`config.mk`:
```
export PLATFORM = sky130hd
export DESIGN_NAME = mdio_responder
export DESIGN_NICKNAME = d
export VERILOG_FILES = /design/src/rtl/mdio_pkg.sv /design/src/rtl/mdio_edge_sync.sv /design/src/rtl/mdio_responder.sv
export SDC_FILE = /design/constraint.sdc
export NUM_CORES = 1
export LEC_CHECK = 0
export ABC_AREA = 1
export BUFFER_PORTS_ARGS = -buffer_cell sky130_fd_sc_hd__buf_2
export CORE_MARGIN = 4
export CORE_UTILIZATION = 56
export DETAILED_ROUTE_END_ITERATION = 12
export HOLD_SLACK_MARGIN = 0.1
export MAX_ROUTING_LAYER = met4
export PLACE_DENSITY_LB_ADDON = 0.3
export SLEW_MARGIN = 10
export SYNTH_ARGS = -nofsm -noshare
export SYNTH_HDL_FRONTEND = slang
export SYNTH_HIERARCHICAL = 1
export SYNTH_SLANG_ARGS = --single-unit
export TNS_END_PERCENT = 50
```
`constraint.sdc`:
```
create_clock -name clk -period 2 [get_ports clk]
set_input_delay 0.3 -clock clk [delete_from_list [all_inputs] [get_ports clk]]
set_output_delay 0.3 -clock clk [all_outputs]
set_load 0.03 [all_outputs]
```
`src/rtl/mdio_pkg.sv`:
```
// rtl/mdio_pkg.sv - shared types and constants for the MDIO responder
// Purpose: frame FSM state encoding, Clause 22 field codes, data width and
//          the saturating preamble-count helper.
// Ports:   none (package).
package mdio_pkg;

  typedef enum logic [2:0] {
    IDLE,
    ST,
    OP,
    PHYAD,
    REGAD,
    TA,
    WDATA,
    RDATA
  } mdio_state_e;

  localparam logic [1:0] OP_READ  = 2'b10;
  localparam logic [1:0] OP_WRITE = 2'b01;
  localparam logic [1:0] ST_BITS  = 2'b01;
  localparam logic [1:0] TA_WRITE = 2'b10;
  localparam int         MDIO_DATA_W = 16;

  // Preamble counter saturates here; a larger PREAMBLE_MIN can never be met.
  localparam logic [5:0] PRE_SAT = 6'd32;

  function automatic logic [5:0] pre_inc(input logic [5:0] cnt);
    return (cnt >= PRE_SAT) ? PRE_SAT : cnt + 6'd1;
  endfunction

endpackage

```
`src/rtl/mdio_edge_sync.sv`:
```
// rtl/mdio_edge_sync.sv - MDC/MDIO synchronisers and MDC rising-edge strobe
// Purpose: bring the asynchronous management clock and data into the system
//          clock domain and flag each MDC rising edge with a one-clk strobe.
// Ports:
//   i_clk    system clock
//   i_rst_n  asynchronous active-low reset
//   i_mdc    raw MDC from the master
//   i_mdio   raw MDIO pad input
//   o_rise   one-clk strobe on a synced MDC 0->1 transition
//   o_mdio   synced MDIO value, valid to sample when o_rise is high
module mdio_edge_sync (
  input  logic i_clk,
  input  logic i_rst_n,
  input  logic i_mdc,
  input  logic i_mdio,
  output logic o_rise,
  output logic o_mdio
);

  // [1:0] is the 2-FF synchroniser, [2] holds the previous synced value.
  logic [2:0] r_mdc_sync;
  logic [1:0] r_mdio_sync;

  always_ff @(posedge i_clk or negedge i_rst_n) begin
    if (!i_rst_n) begin
      r_mdc_sync  <= 3'b000;
      r_mdio_sync <= 2'b11;
    end else begin
      r_mdc_sync  <= {r_mdc_sync[1:0], i_mdc};
      r_mdio_sync <= {r_mdio_sync[0], i_mdio};
    end
  end

  assign o_rise = r_mdc_sync[1] & ~r_mdc_sync[2];
  assign o_mdio = r_mdio_sync[1];

endmodule

```
`src/rtl/mdio_responder.sv`:
```
// rtl/mdio_responder.sv - Clause 22 MDIO PHY-side responder with register port
// Purpose: decode MDIO read/write frames addressed to phy_addr (or broadcast 0)
//          and expose them as single-cycle register read/write requests.
// Ports:
//   clk, reset_n          system clock, asynchronous active-low reset
//   phy_addr              static PHY address of this responder
//   mdc, mdio_in          asynchronous management clock and pad input
//   mdio_out, mdio_oen    pad drive value and enable (1 = released)
//   reg_addr              REGAD of the current frame
//   reg_wr, reg_wdata     write commit pulse and its data
//   reg_rd, reg_rdata     read request pulse and returned data
//   frame_err             pulse on an aborted frame
module mdio_responder
  import mdio_pkg::*;
#(
  parameter int PREAMBLE_MIN = 32,
  parameter bit ACCEPT_BCAST = 1'b1
) (
  input  logic                   clk,
  input  logic                   reset_n,
  input  logic [4:0]             phy_addr,
  input  logic                   mdc,
  input  logic                   mdio_in,
  output logic                   mdio_out,
  output logic                   mdio_oen,
  output logic [4:0]             reg_addr,
  output logic                   reg_wr,
  output logic [MDIO_DATA_W-1:0] reg_wdata,
  output logic                   reg_rd,
  input  logic [MDIO_DATA_W-1:0] reg_rdata,
  output logic                   frame_err
);

  localparam logic [5:0] PRE_MIN = 6'(PREAMBLE_MIN);

  logic w_rise;
  logic w_bit;

  mdio_edge_sync u_sync (
    .i_clk   (clk),
    .i_rst_n (reset_n),
    .i_mdc   (mdc),
    .i_mdio  (mdio_in),
    .o_rise  (w_rise),
    .o_mdio  (w_bit)
  );

  mdio_state_e            r_state;
  logic [5:0]             r_pre_cnt;
  logic [4:0]             r_bit_cnt;
  logic [MDIO_DATA_W-1:0] r_sh;
  logic                   r_is_read;

  logic [MDIO_DATA_W-1:0] w_sh_next;
  logic                   w_addr_match;

  assign w_sh_next    = {r_sh[MDIO_DATA_W-2:0], w_bit};
  assign w_addr_match = (w_sh_next[4:0] == phy_addr) ||
                        (ACCEPT_BCAST && (w_sh_next[4:0] == 5'd0));

  always_ff @(posedge clk or negedge reset_n) begin
    if (!reset_n) begin
      r_state   <= IDLE;
      r_pre_cnt <= 6'd0;
      r_bit_cnt <= 5'd0;
      r_sh      <= '0;
      r_is_read <= 1'b0;
      mdio_out  <= 1'b1;
      mdio_oen  <= 1'b1;
      reg_addr  <= 5'd0;
      reg_wr    <= 1'b0;
      reg_wdata <= '0;
      reg_rd    <= 1'b0;
      frame_err <= 1'b0;
    end else begin
      reg_wr    <= 1'b0;
      reg_rd    <= 1'b0;
      frame_err <= 1'b0;
      if (w_rise) begin
        case (r_state)
          IDLE: begin
            // Ones are only counted here, so frame contents never look like preamble.
            if (w_bit) begin
              r_pre_cnt <= pre_inc(r_pre_cnt);
            end else begin
              r_pre_cnt <= 6'd0;
              if (r_pre_cnt >= PRE_MIN) r_state <= ST;
            end
          end
          ST: begin
            // The leading 0 of ST was consumed in IDLE; only the trailing 1 remains.
            r_bit_cnt <= 5'd0;
            if (w_bit == ST_BITS[0]) begin
              r_state <= OP;
            end else begin
              frame_err <= 1'b1;
              r_state   <= IDLE;
            end
          end
          OP: begin
            r_sh <= w_sh_next;
            if (r_bit_cnt == 5'd1) begin
              r_bit_cnt <= 5'd0;
              if (w_sh_next[1:0] == OP_READ) begin
                r_is_read <= 1'b1;
                r_state   <= PHYAD;
              end else if (w_sh_next[1:0] == OP_WRITE) begin
                r_is_read <= 1'b0;
                r_state   <= PHYAD;
              end else begin
                frame_err <= 1'b1;
                r_state   <= IDLE;
              end
            end else begin
              r_bit_cnt <= r_bit_cnt + 5'd1;
            end
          end
          PHYAD: begin
            r_sh <= w_sh_next;
            if (r_bit_cnt == 5'd4) begin
              r_bit_cnt <= 5'd0;
              r_state   <= w_addr_match ? REGAD : IDLE;
            end else begin
              r_bit_cnt <= r_bit_cnt + 5'd1;
            end
          end
          REGAD: begin
            r_sh <= w_sh_next;
            if (r_bit_cnt == 5'd4) begin
              r_bit_cnt <= 5'd0;
              reg_addr  <= w_sh_next[4:0];
              reg_rd    <= r_is_read;
              r_state   <= TA;
            end else begin
              r_bit_cnt <= r_bit_cnt + 5'd1;
            end
          end
          TA: begin
            if (r_is_read) begin
              // TA bit 1 has just been released; drive the TA bit 2 zero now.
              r_sh      <= reg_rdata;
              mdio_oen  <= 1'b0;
              mdio_out  <= 1'b0;
              r_bit_cnt <= 5'd0;
              r_state   <= RDATA;
            end else begin
              r_sh <= w_sh_next;
              if (r_bit_cnt == 5'd1) begin
                r_bit_cnt <= 5'd0;
                if (w_sh_next[1:0] == TA_WRITE) begin
                  r_state <= WDATA;
                end else begin
                  frame_err <= 1'b1;
                  r_state   <= IDLE;
                end
              end else begin
                r_bit_cnt <= r_bit_cnt + 5'd1;
              end
            end
          end
          WDATA: begin
            r_sh <= w_sh_next;
            if (r_bit_cnt == 5'(MDIO_DATA_W - 1)) begin
              r_bit_cnt <= 5'd0;
              reg_wr    <= 1'b1;
              reg_wdata <= w_sh_next;
              r_state   <= IDLE;
            end else begin
              r_bit_cnt <= r_bit_cnt + 5'd1;
            end
          end
          RDATA: begin
            if (r_bit_cnt == 5'(MDIO_DATA_W)) begin
              mdio_oen  <= 1'b1;
              mdio_out  <= 1'b1;
              r_bit_cnt <= 5'd0;
              r_pre_cnt <= 6'd0;
              r_state   <= IDLE;
            end else begin
              mdio_out  <= r_sh[MDIO_DATA_W-1];
              r_sh      <= {r_sh[MDIO_DATA_W-2:0], 1'b0};
              r_bit_cnt <= r_bit_cnt + 5'd1;
            end
          end
          default: r_state <= IDLE;
        endcase
      end
    end
  end

endmodule

```
==> run metrics <==
die extent in y=83.1 um; worst rel slew slack=0.540; GP Congestion=0.918; clk slew on worst S/H paths=0.07 ns; CP cell instances=inv_1 > ha_1 > nand4_1 > nor2_8 > nor2_2 > nor2_1 > a31oi_1; ant diodes=0; startpoint class of the critical path=register; overall die width=83.1 um; WP buf/inv=1; # clock sinks=62; # H-tree levels=3; Area Overhead vs Synth=18.7%; Achievable Freq=524 MHz; Crit. End Element=register; via count=2593; Seq/Total Area, Yosys=0.493; PD cells=1110 nW/um^2; CTS tree=yes; total power=4140 uW; WS Path Type=register to register; Pins Over Slew Limit=0; final hold slack=0.219 ns; syn nets=386; P_leak=0.00198 uW; Async SR Flop Fraction=1.00; dpl ws=-0.0124 ns; Final WS setup=0.0906 ns; clk root buf=clkbuf_8; vias in the first global route=2571; min cycle time layout=1.91 ns; fin nets=449; Synth cell types=35; Cell Rows=27; slew of the pin with the lowest slew margin=0.690 ns; RSZ-0062 raised after global routing=false; port buffer count=50; # fillers=443; fraction of layout cells with a size suffix above 1=0.264; Crit Path Max Fanout=16; Synth area leader=dfrtp_1; Critical Path RT=2.26 ns; first-pass GRT wire length=11.6 mm; Crit-path slowest cell=nor2_2; Worst VDD drop=0.520 mV; ANT nets after route=0; number of synthesized register bits=62; DRC Markers=0; grt ovf=0; most frequent cells in the layout=66 x nand2_1, 58 x dfrtp_1, 50 x buf_2; drt pass-1 iters=4; Clock Latency Late Sink=0.35 ns; TNS Setup=0 ns; Synth Flop Type=dfrtp_1; Syn Inst Count=352; DP Wirelength=4.69 mm; wirelength, routed=6.74 mm; CP top delay family=simple AND/OR/NAND/NOR gates; Avg Inst Size Synth=8.97 sq um; critical path data arrival time=2.17 ns; initial core utilization=0.577; pin count of the biggest net entering global routing=63; clock buffer count from CTS=9; run status=complete, no violations; Worst Hold Launch=reg_rdata[10]; Synth area leaders=dfrtp_1 46%, nand2_1 7.8%, o211ai_2 4.8%; EDFF count, synth=0; skew final=0.00950 ns; initial drt markers=130; antenna violations before repair=0; fin crit share=0.955; CP max stage delay=0.56 ns; Synth Cell Area=3160 sq um; Vias/cell=5.27; worst r2r src=r_bit_cnt[0]; WL/cell=13.7 um; commonest non-fill, non-tap cell in the layout=nand2_1; # setup viols final=0; CTS max path bufs=2; share of the synthesized area in the top cell type=0.460; final hold viol count=0; area of the core=5470 sq um; max cap viols=0; Setup crit start=r_bit_cnt[0]; Syn. warnings=6; gr usage total=0.213; die area=6900 sq um; Hold Path Class=input pin to register; IO Pins=51
power breakdown:
| part | total [uW] | switching, uW | internal [uW] |
|---|---|---|---|
| logic | 1340 | 895 | 446 |
| clock network | 1120 | 506 | 609 |
| registers | 1690 | 165 | 1520 |
| total | 4140 | 1570 | 2580 |
repair_timing:
item,in CTS,in global routing
pin swaps,1,0
resized for setup,0,1
gates cloned,1,0
setup buffers,0,0
endpoints found under the hold margin,60,0
endpoints found under the setup margin,3,13
hold buffers,3,0
path summary, 6_finish.rpt:
| kind | endpoint | slack (ns) | depth (start not counted) |
|---|---|---|---|
| setup / recovery | r_sh[0] | 0.09 | 7 |
| hold / removal | r_sh[10] | 0.22 | 3 |
| setup reg to reg | r_sh[0] | 0.09 | 7 |
| hold reg to reg | u_sync/r_mdc_sync[1] | 0.35 | 0 |
| max in group asynchronous | mdio_oen | 1.19 | 3 |
| min in group asynchronous | reg_addr[3] | 0.47 | 3 |
layer usage:
| layer | track usage | vias up | wire, um |
|---|---|---|---|
| met5 | - | - | 0 |
| met4 | 0.0698 | 0 | 119 |
| met3 | 0.0665 | 12 | 346 |
| met2 | 0.330 | 69 | 3210 |
| met1 | 0.266 | 1214 | 3070 |
| li1 | - | 1298 | - |
cells by family (layout without fill, tap and decap cells):
family | after synthesis | count (layout) | share of synthesized area
AOI/OAI and AO/OA | 77 | 77 | 0.157
xor gates and xnor gates | 6 | 6 | 0.0166
adders and majority gates | 9 | 9 | 0.0357
buffers and inverters | 53 | 120 | 0.0808
DFF | 62 | 62 | 0.493
muxes | 1 | 1 | 0.00357
and+or+nand+nor | 144 | 145 | 0.214
cells in the mapped netlist (5+ instances only):
library cell,n
a21oi_1,24
buf_6,5
dfrtp_1,58
ha_1,9
inv_1,37
nand2_1,66
nand3_1,15
nand4_1,9
nor2_1,36
nor3_1,5
o211ai_2,12
o21ai_0,9
o21ai_1,24
sequential cells by signal (all words and copies together) (netlist names), 2 cells and up:
signal / flops
r_state: 3
reg_addr: 5
reg_wdata: 16
r_bit_cnt: 5
r_pre_cnt: 6
r_sh: 16
u_sync/r_mdio_sync: 2
u_sync/r_mdc_sync: 3
metrics by stage:
step / cell area, sq um / std cells / util
CTS: 3740 / 492 / 0.684
global route: 3750 / 492 / 0.685
floorplan: 3160 / 352 / -
detailed placement: 3510 / 472 / 0.641
finish: 3750 / 492 / 0.685
global placement: 3510 / 472 / 0.641
worst register-to-register path: stages (launching register included):
cell and delay [ns]:
dfrtp_1 0.39, inv_1 0.09, ha_1 0.22, nand4_1 0.25, nor2_8 0.07, nor2_2 0.56
nor2_1 0.09, a31oi_1 0.17
area by class of cell:
cell class                 count  area [sq um]  area share
inverter                      42           160      0.0427
multi-input combinational    238          1360       0.362
clock inverter                 5          58.8      0.0157
clock buffer                  11           141      0.0377
timing repair buffer          62           385       0.103
sequential                    62          1560       0.415
tap                           72          90.1      0.0240
Power figures use the tool's default switching activity.
